`src/rtl/mips_md_pkg.sv`:
```
// Shared definitions for the HI/LO multiply/divide unit: op encodings, FSM states, default width.
package mips_md_pkg;

  localparam int unsigned MD_WIDTH = 32;

  typedef enum logic [1:0] {
    OP_MULT  = 2'b00,
    OP_MULTU = 2'b01,
    OP_DIV   = 2'b10,
    OP_DIVU  = 2'b11
  } md_op_e;

  typedef enum logic [1:0] {
    IDLE,
    CALC,
    SIGN,
    DONE
  } md_state_e;

  function automatic logic op_is_signed(md_op_e op);
    return ~op[0];
  endfunction

  function automatic logic op_is_div(md_op_e op);
    return op[1];
  endfunction

endpackage

```
`src/rtl/md_iter_step.sv`:
```
// One combinational iteration: right-shifting shift-add multiply or left-shifting restoring divide.
module md_iter_step #(
  parameter int unsigned WIDTH = 32
) (
  input  logic             is_div,
  input  logic [WIDTH-1:0] acc_in,
  input  logic [WIDTH-1:0] opr_in,
  input  logic [WIDTH-1:0] mcand,
  output logic [WIDTH-1:0] acc_out,
  output logic [WIDTH-1:0] opr_out
);

  logic [WIDTH:0] sum;
  logic [WIDTH:0] rem_sh;
  logic [WIDTH:0] trial;

  always_comb begin
    sum     = opr_in[0] ? ({1'b0, acc_in} + {1'b0, mcand}) : {1'b0, acc_in};
    rem_sh  = {acc_in, opr_in[WIDTH-1]};
    trial   = rem_sh - {1'b0, mcand};
    acc_out = '0;
    opr_out = '0;
    if (is_div) begin
      // A set borrow bit means the divisor did not fit: restore the shifted remainder.
      if (!trial[WIDTH]) begin
        acc_out = trial[WIDTH-1:0];
        opr_out = {opr_in[WIDTH-2:0], 1'b1};
      end else begin
        acc_out = rem_sh[WIDTH-1:0];
        opr_out = {opr_in[WIDTH-2:0], 1'b0};
      end
    end else begin
      {acc_out, opr_out} = {sum, opr_in[WIDTH-1:1]};
    end
  end

endmodule

```
`src/rtl/mult_div_unit.sv`:
```
// Iterative HI/LO multiply/divide unit for MULT/MULTU/DIV/DIVU plus MTHI/MTLO writes.
module mult_div_unit
  import mips_md_pkg::*;
#(
  parameter int unsigned WIDTH = MD_WIDTH,
  parameter int unsigned CNT_W = 6
) (
  input  logic             clk,
  input  logic             reset,
  input  logic             start,
  input  logic [1:0]       op,
  input  logic [WIDTH-1:0] rs_val,
  input  logic [WIDTH-1:0] rt_val,
  input  logic             wr_hi,
  input  logic             wr_lo,
  input  logic [WIDTH-1:0] wr_data,
  output logic             busy,
  output logic             done,
  output logic             div_zero,
  output logic [WIDTH-1:0] hi,
  output logic [WIDTH-1:0] lo
);

  md_state_e        state_q;
  md_op_e           op_q;
  logic [WIDTH-1:0] acc_q, opr_q, mcand_q, hi_q, lo_q;
  logic [WIDTH-1:0] acc_step, opr_step;
  logic             rs_sign_q, rt_sign_q, div_zero_q;
  logic [CNT_W-1:0] cnt_q;

  logic             in_signed, rs_neg_in, rt_neg_in;
  logic [WIDTH-1:0] rs_mag, rt_mag;
  logic             rs_neg, signs_differ, div_by_zero, is_div;
  logic [2*WIDTH-1:0] prod, prod_fix;
  logic [WIDTH-1:0] quot_fix, rem_fix;

  assign in_signed = op_is_signed(md_op_e'(op));
  assign rs_neg_in = in_signed & rs_val[WIDTH-1];
  assign rt_neg_in = in_signed & rt_val[WIDTH-1];
  assign rs_mag    = rs_neg_in ? -rs_val : rs_val;
  assign rt_mag    = rt_neg_in ? -rt_val : rt_val;

  assign is_div       = op_is_div(op_q);
  assign rs_neg       = op_is_signed(op_q) & rs_sign_q;
  assign signs_differ = rs_neg ^ (op_is_signed(op_q) & rt_sign_q);
  assign div_by_zero  = (mcand_q == '0);
  assign prod         = {acc_q, opr_q};
  assign prod_fix     = signs_differ ? -prod : prod;
  // With a zero divisor the remainder path ends holding |rs|, so re-signing restores rs_val.
  assign quot_fix     = (signs_differ && !div_by_zero) ? -opr_q : opr_q;
  assign rem_fix      = rs_neg ? -acc_q : acc_q;

  md_iter_step #(
    .WIDTH(WIDTH)
  ) u_step (
    .is_div (is_div),
    .acc_in (acc_q),
    .opr_in (opr_q),
    .mcand  (mcand_q),
    .acc_out(acc_step),
    .opr_out(opr_step)
  );

  always_ff @(posedge clk or negedge reset) begin
    if (!reset) begin
      state_q    <= IDLE;
      op_q       <= OP_MULT;
      acc_q      <= '0;
      opr_q      <= '0;
      mcand_q    <= '0;
      hi_q       <= '0;
      lo_q       <= '0;
      rs_sign_q  <= 1'b0;
      rt_sign_q  <= 1'b0;
      div_zero_q <= 1'b0;
      cnt_q      <= '0;
    end else begin
      unique case (state_q)
        IDLE, DONE: begin
          div_zero_q <= 1'b0;
          if (start) begin
            state_q   <= CALC;
            op_q      <= md_op_e'(op);
            acc_q     <= '0;
            opr_q     <= rs_mag;
            mcand_q   <= rt_mag;
            rs_sign_q <= rs_val[WIDTH-1];
            rt_sign_q <= rt_val[WIDTH-1];
            cnt_q     <= '0;
          end else begin
            state_q <= IDLE;
            if (wr_hi) hi_q <= wr_data;
            if (wr_lo) lo_q <= wr_data;
          end
        end
        CALC: begin
          acc_q <= acc_step;
          opr_q <= opr_step;
          if (cnt_q == CNT_W'(WIDTH - 1)) begin
            state_q <= SIGN;
          end else begin
            cnt_q <= cnt_q + CNT_W'(1);
          end
        end
        SIGN: begin
          state_q <= DONE;
          if (is_div) begin
            lo_q       <= quot_fix;
            hi_q       <= rem_fix;
            div_zero_q <= div_by_zero;
          end else begin
            {hi_q, lo_q} <= prod_fix;
          end
        end
        default: state_q <= IDLE;
      endcase
    end
  end

  assign busy     = (state_q == CALC) || (state_q == SIGN);
  assign done     = (state_q == DONE);
  assign div_zero = div_zero_q;
  assign hi       = hi_q;
  assign lo       = lo_q;

endmodule

```
`config.mk`:
```
export PLATFORM = sky130hd
export DESIGN_NAME = mult_div_unit
export DESIGN_NICKNAME = d
export VERILOG_FILES = /design/src/rtl/mips_md_pkg.sv /design/src/rtl/md_iter_step.sv /design/src/rtl/mult_div_unit.sv
export SDC_FILE = /design/constraint.sdc
export NUM_CORES = 1
export LEC_CHECK = 0
export BUFFER_PORTS_ARGS = -buffer_cell sky130_fd_sc_hd__buf_2
export CORE_MARGIN = 2
export CORE_UTILIZATION = 61
export DETAILED_ROUTE_END_ITERATION = 10
export PLACE_DENSITY = 0.82
export SLEW_MARGIN = 15
export SYNTH_ARGS = -nofsm -noshare
export SYNTH_HDL_FRONTEND = slang
export SYNTH_SLANG_ARGS = --single-unit
```
`constraint.sdc`:
```
create_clock -name clk -period 3.7 [get_ports clk]
set_clock_uncertainty 0.1 [all_clocks]
set_input_delay 0.74 -clock clk [delete_from_list [all_inputs] [get_ports clk]]
set_output_delay 0.74 -clock clk [all_outputs]
set_load 0.005 [all_outputs]
```
==> Word-level counts from Yosys, hierarchy flattened <==
Cells that the tools add are included.
{ "totals": {"ff_bits": 173, "out_inout_bits": 67, "elab_cells": 81, "input_bits": 103} }
{ "classes": {"muxes": 30, "reduce_logical": 14, "bitwise_logic": 7, "n_eq_ne": 11, "n_addsub": 8} }
{ "ops": {"columns": ["cell", "n"], "rows": [
  ["2-to-1 mux 32 bit", 15],
  ["case mux 32 bit (2 select lines)", 4],
  ["negation 32 bit", 4],
  ["2-to-1 mux 64 bit", 1],
  ["negation 64 bit", 1],
  ["adder 32 x 32 -> 33 bit", 1],
  ["2-to-1 mux 33 bit", 1],
  ["subtractor 33 x 32 -> 33 bit", 1],
  ["logical NOT 32 bit", 1],
  ["!= test 2 bit (second input constant)", 7],
  ["2-to-1 mux 6 bit", 2],
  ["case mux 6 bit (2 select lines)", 1],
  ["AND reduction 3 bit", 3],
  ["adder 6 x 1 -> 6 bit (second input constant)", 1],
  ["equality test 6 x 5 -> 1 bit (second input constant)", 1],
  ["case mux 2 bit (3 select lines)", 1],
  ["AND reduction 2 bit", 3],
  ["bitwise AND 1 bit", 4],
  ["equality test 2 bit (second input constant)", 2],
  ["nonzero test 2 bit", 2],
  ["2-to-1 mux 1 bit", 3],
  ["equality test 2 x 1 -> 1 bit (second input constant)", 1],
  ["logical NOT 2 bit", 1],
  ["2-to-1 mux 2 bit", 1],
  ["other kinds (7)", 8]
]} }

==> Longest topological paths before layout <==
{ "depth": {"depth_word": 7, "ltp_mapped": 15, "ltp_nobuf": 12} }

==> Cells and area by module <==
From an unflattened synthesis, not the netlist that was laid out.
{ "unflattened": {"cells_unflattened": 1877, "hier_area_um2": 15240.9} }
{ "by_module_without_submodules": {"columns": ["mod", "area_each_um2", "cells_per_inst", "n_inst", "seq_area_each_um2"], "rows": [
  ["mult_div_unit", 10520.1, 1187, 1, 4329.2],
  ["md_iter_step", 4720.8, 690, 1, 0.0]
]} }

==> Worst setup path before layout <==
No wires, ideal clock.
{ "synth_path": {"path_kind": "register to register", "start": "register opr_q[31]", "end": "register acc_q[28]", "synth_period_minus_slack_ns": 3.396, "t_required_ns": 3.475, "setup_slack_ns": 0.304, "setup_time_ns": 0.125, "n_path_buf": 0, "path_stages_with_launch": 13, "arrival_ns": 3.171, "path_cell_list": "dfrtp_1 > inv_1 > ha_1 > fa_1 > nand2b_1 > a21oi_1 > o21ai_0 > o41ai_1 > a311oi_1 > or4_1 > nand3_1 > a311o_1 > a21oi_1"} }
{ "synth_between": {"elab_chain_len": 4} }
{ "synth_lines": {"columns": ["item", "line", "source"], "rows": [
  ["from (decl)", "mult_div_unit.sv:26", "logic [WIDTH-1:0] acc_q, opr_q, mcand_q, hi_q, lo_q;"],
  ["from (signal assigned)", "mult_div_unit.sv:85", "opr_q <= rs_mag;"],
  ["from (signal assigned)", "mult_div_unit.sv:98", "opr_q <= opr_step;"],
  ["subtractor 33 x 32 -> 33 bit", "md_iter_step.sv:20", "trial = rem_sh - {1'b0, mcand};"],
  ["2-to-1 mux 32 bit", "md_iter_step.sv:25", "if (!trial[WIDTH]) begin"],
  ["2-to-1 mux 32 bit", "md_iter_step.sv:23", "if (is_div) begin"],
  ["case mux 32 bit (2 select lines)", "mult_div_unit.sv:78", "unique case (state_q)"],
  ["to (signal assigned)", "mult_div_unit.sv:97", "acc_q <= acc_step;"],
  ["to (decl)", "mult_div_unit.sv:26", null]
]} }
Every way passes these cells.
A chain may end at the register's enable or synchronous reset.

==> Worst setup path in the final report <==
{ "layout_path": {"start": "register mcand_q[14]", "end": "register acc_q[3]"} }
{ "layout_between": {"elab_chain_len": 4} }
{ "layout_lines": {"columns": ["item", "line", "source"], "rows": [
  ["from (decl)", "mult_div_unit.sv:26", null],
  ["from (signal assigned)", "mult_div_unit.sv:86", "mcand_q <= rt_mag;"],
  ["subtractor 33 x 32 -> 33 bit", "md_iter_step.sv:20", null],
  ["2-to-1 mux 32 bit", "md_iter_step.sv:25", null],
  ["2-to-1 mux 32 bit", "md_iter_step.sv:23", null],
  ["case mux 32 bit (2 select lines)", "mult_div_unit.sv:78", null]
]} }
Every way passes these cells.

==> impl_metrics.yaml <==
run_status:
  status: "finished, final reports clean"
final_layout:
  layout-drive-gt1-share_pct: 17.2
  nFillCells: 1934
  nNetsFinal: 2259
  antenna_cells: 0
  design_area_um2: 17400
  final_cells: 2419
  area_growth_pct: 16.5
  final_util_pct: 71.9
synth:
  avgSynthCellArea_um2: 7.90
  synth_ff_type: "dfrtp_1"
  yosys-top-cells-area: "dfrtp_1 (29%), o21ai_0 (7.1%), ha_1 (6.0%), nand2_1 (6.0%), xnor2_1 (5.2%)"
  syn_inst: 1889
  synth_top_area_share_pct: 29.0
  synth_nets: 2066
  yosys_warnings: 0
  synth-seq-cells: 173
  synth_area_um2: 14900
  synthArstFlopShare_pct: 100
  synth_edf_count: 0
  synth_top_area_cell: "dfrtp_1"
  ys_types: 76
  ys_seq_area_share_pct: 29.0
cts:
  clock_latency_ns: 0.45
  cts_tree: "yes"
  cts_max_level: 4
  clkTransAtPathRegs_ns: 0.09
  numClockSinks: 173
  cts_root_buf: "clkbuf_16"
  cts_buffers: 17
  cts_hold_repair.buffers: 0
  clock_tree.buffer_depth: 2
critical_path:
  path_cells: "inv_1 > ha_1 > nand2_1 > nor4_1 > a22oi_1 > o211ai_1 > and3_1 > nor2_4 > buf_4 > buf_12 > mux2i_1 > a21oi_1 > a22o_1"
  slowest_delay_ns: 0.49
  rrSetupSlack_ns: 0.15
  worstSetupPathType: "flip-flop to flip-flop"
  r2r_start: "mcand_q[14]$_DFFE_PN0P_"
  crit_path_start_kind: "flip-flop"
  cp_max_fo: 15
  required_ns: 3.93
  cp-end-kind: "flip-flop"
  crit_family: "simple AND/OR/NAND/NOR gates"
  cp_num_buf_inv: 3
  startpoint: "mcand_q[14]$_DFFE_PN0P_"
  critPathArrivalTime_ns: 3.78
  cp_slowest_cell: "dfrtp_1"
sta:
  timing.final.crit_share_pct: 96.0
  setup_viol: 0
  worstMarginPinSlew_ns: 1.02
  setup_slack_ns: 0.150
  hold_viol_final: 0
  fin_setup_tns_ns: 0
  max_freq_mhz: 282
  drv_slew: 0
  relSlewSlack_pct: 32.0
  post-route-min-period_ns: 3.55
power:
  cellPowerDensity_nw_per_um2: 1100
  pwr-share-seq_pct: 19.6
  p_leak_nw: 8.17
  swShare_pct: 52.9
  power_frac_comb_pct: 70.0
  power_frac_clock_pct: 10.4
  p_switching_mw: 10.1
  p_int_mw: 8.99
  vdd_drop_max_mv: 0.577
worst_hold_path:
  hp-class: "primary input to async pin"
floorplanning:
  die_area_um2: 25700
  die_h_um: 160
  initial_core_util_pct: 61.7
  rows: 57
  io_pins: 170
  die_width_um: 160
  core_area_um2: 24200
placed_design:
  placed_cells: 2381
  dpl.hpwl_um: 39300
  dpl_cell_area_um2: 16700
  gp_congestion: 1.04
  io_buffers: 169
  place_ws_ns: 0.149
global_routing:
  grt_pass1_vias: 14400
  antenna_found_initial: 2
  overflow: 0
  grt_pass1_wl_um: 79600
  track_usage_pct: 39.1
  grt_max_degree: 101
detailed_routing:
  drtIter0Drc: 1871
  avgRoutedWirePerCell_um: 21.1
  viasPerCell: 6.48
  wl_um: 51100
  drtAntennaViolNets: 0
  num_vias: 15700
  firstDrtPassIters: 6
  drc: 0
run:
  cap_violations: 0
## cells in the mapped netlist, types with 8 or more instances
master / n
o21a_1: 9
o21bai_1: 8
o21ai_0: 211
dfrtp_1: 173
a22o_1: 8
nand4_1: 13
mux2i_1: 68
mux2_2: 8
o31ai_1: 20
o221ai_1: 12
or4_1: 19
nor3b_1: 8
xnor2_1: 89
o41ai_1: 12
nor2_1: 125
and3_1: 11
o211ai_1: 18
nor3_1: 37
xor2_1: 80
buf_2: 9
ha_1: 72
a21o_1: 53
clkbuf_1: 91
buf_1: 12
nand3_1: 28
nor4_1: 20
a31oi_1: 23
nand2b_1: 12
nand2_1: 238
inv_1: 69
nor2b_1: 22
a211oi_1: 36
a21oi_1: 145
o21ai_1: 12
or3_1: 21
## power by group through the flow
stage / registers [mW] / clock network [mW] / logic, mW
final: 3.74 / 1.98 / 13.3
after global routing: 3.82 / 2.06 / 14.4
after CTS: 3.69 / 1.98 / 12.8
after detailed placement: 3.72 / 0 / 12.7
after global placement: 3.68 / 0 / 12.5
after floorplan: 3.51 / 0 / 8.67
## placed cells by master (no fill, tap or decap), types with 68 or more instances in the layout
master,count
a21oi_1,143
buf_2,168
buf_4,115
dfrtp_1,170
ha_1,70
inv_1,69
mux2i_1,68
nand2_1,237
nor2_1,124
o21ai_0,210
xnor2_1,89
xor2_1,80
## per-stage QoR
step / power [mW] / hold slack (ns)
6_report: 19.1 / 0.181
5_1_grt: 20.3 / 0.238
4_1_cts: 18.5 / 0.224
3_5_place_dp: 16.5 / 0.360
3_3_place_gp: 16.2 / 0.355
2_1_floorplan: 12.2 / 0.344
## worst register-to-register path: cells and delay by family (launching register included)
kind | cells | cell delay, ns
compound gates | 4 | 0.91
fa+ha+maj | 1 | 0.40
buf+inv | 3 | 0.38
flops | 1 | 0.49
mux | 1 | 0.16
simple gates | 4 | 1.00
## path summary, 6_finish.rpt
kind	end	depth (start not counted)
max	acc_q[3]$_DFFE_PN0P_	13
min	opr_q[17]$_DFFE_PN0P_	1
max reg2reg	acc_q[3]$_DFFE_PN0P_	13
min reg2reg	hi[31]$_DFFE_PN0P_	1
max in group asynchronous	acc_q[0]$_DFFE_PN0P_	2
min in group clk	hi[31]$_DFFE_PN0P_	1
## registers in the layout, indices dropped and copies added, names as in the netlist
name       cells
rt_sign_q      1
mcand_q       32
cnt_q          6
div_zero       1
state_q        2
opr_q         32
rs_sign_q      1
hi            32
lo            32
acc_q         32
op_q           2
## layout make-up
cell class	instances	area, µm²	share of cell area (%)
clock buffer	17	425	2.45
clock inverter	15	215	1.24
inverter	72	270	1.55
multi-input combinational	1531	9960	57.3
sequential	173	4330	24.9
tap	324	405	2.33
timing repair buffer	287	1770	10.2
## repair_timing
action | CTS | global route
endpoints found under the setup margin | 0 | 22
setup buffers | 0 | 6
gates resized for setup | 0 | 9
## routing by layer
layer | GRT usage [%] | wire length [µm] | up-vias
met5 | 0 | 23 | -
met4 | 12.9 | 1700 | 4
met3 | 7.26 | 5910 | 145
met2 | 59.2 | 22200 | 889
met1 | 56.6 | 21300 | 7428
li1 | - | - | 7214
## cell families after synthesis
kind of cell,share of synthesized area (%)
buf+inv,4.78
compound gates,26.3
mux,5.17
flops,29.0
fa+ha+maj,6.31
simple gates,18.5
xor+xnor,9.92
(Power assumes the default switching activity.)
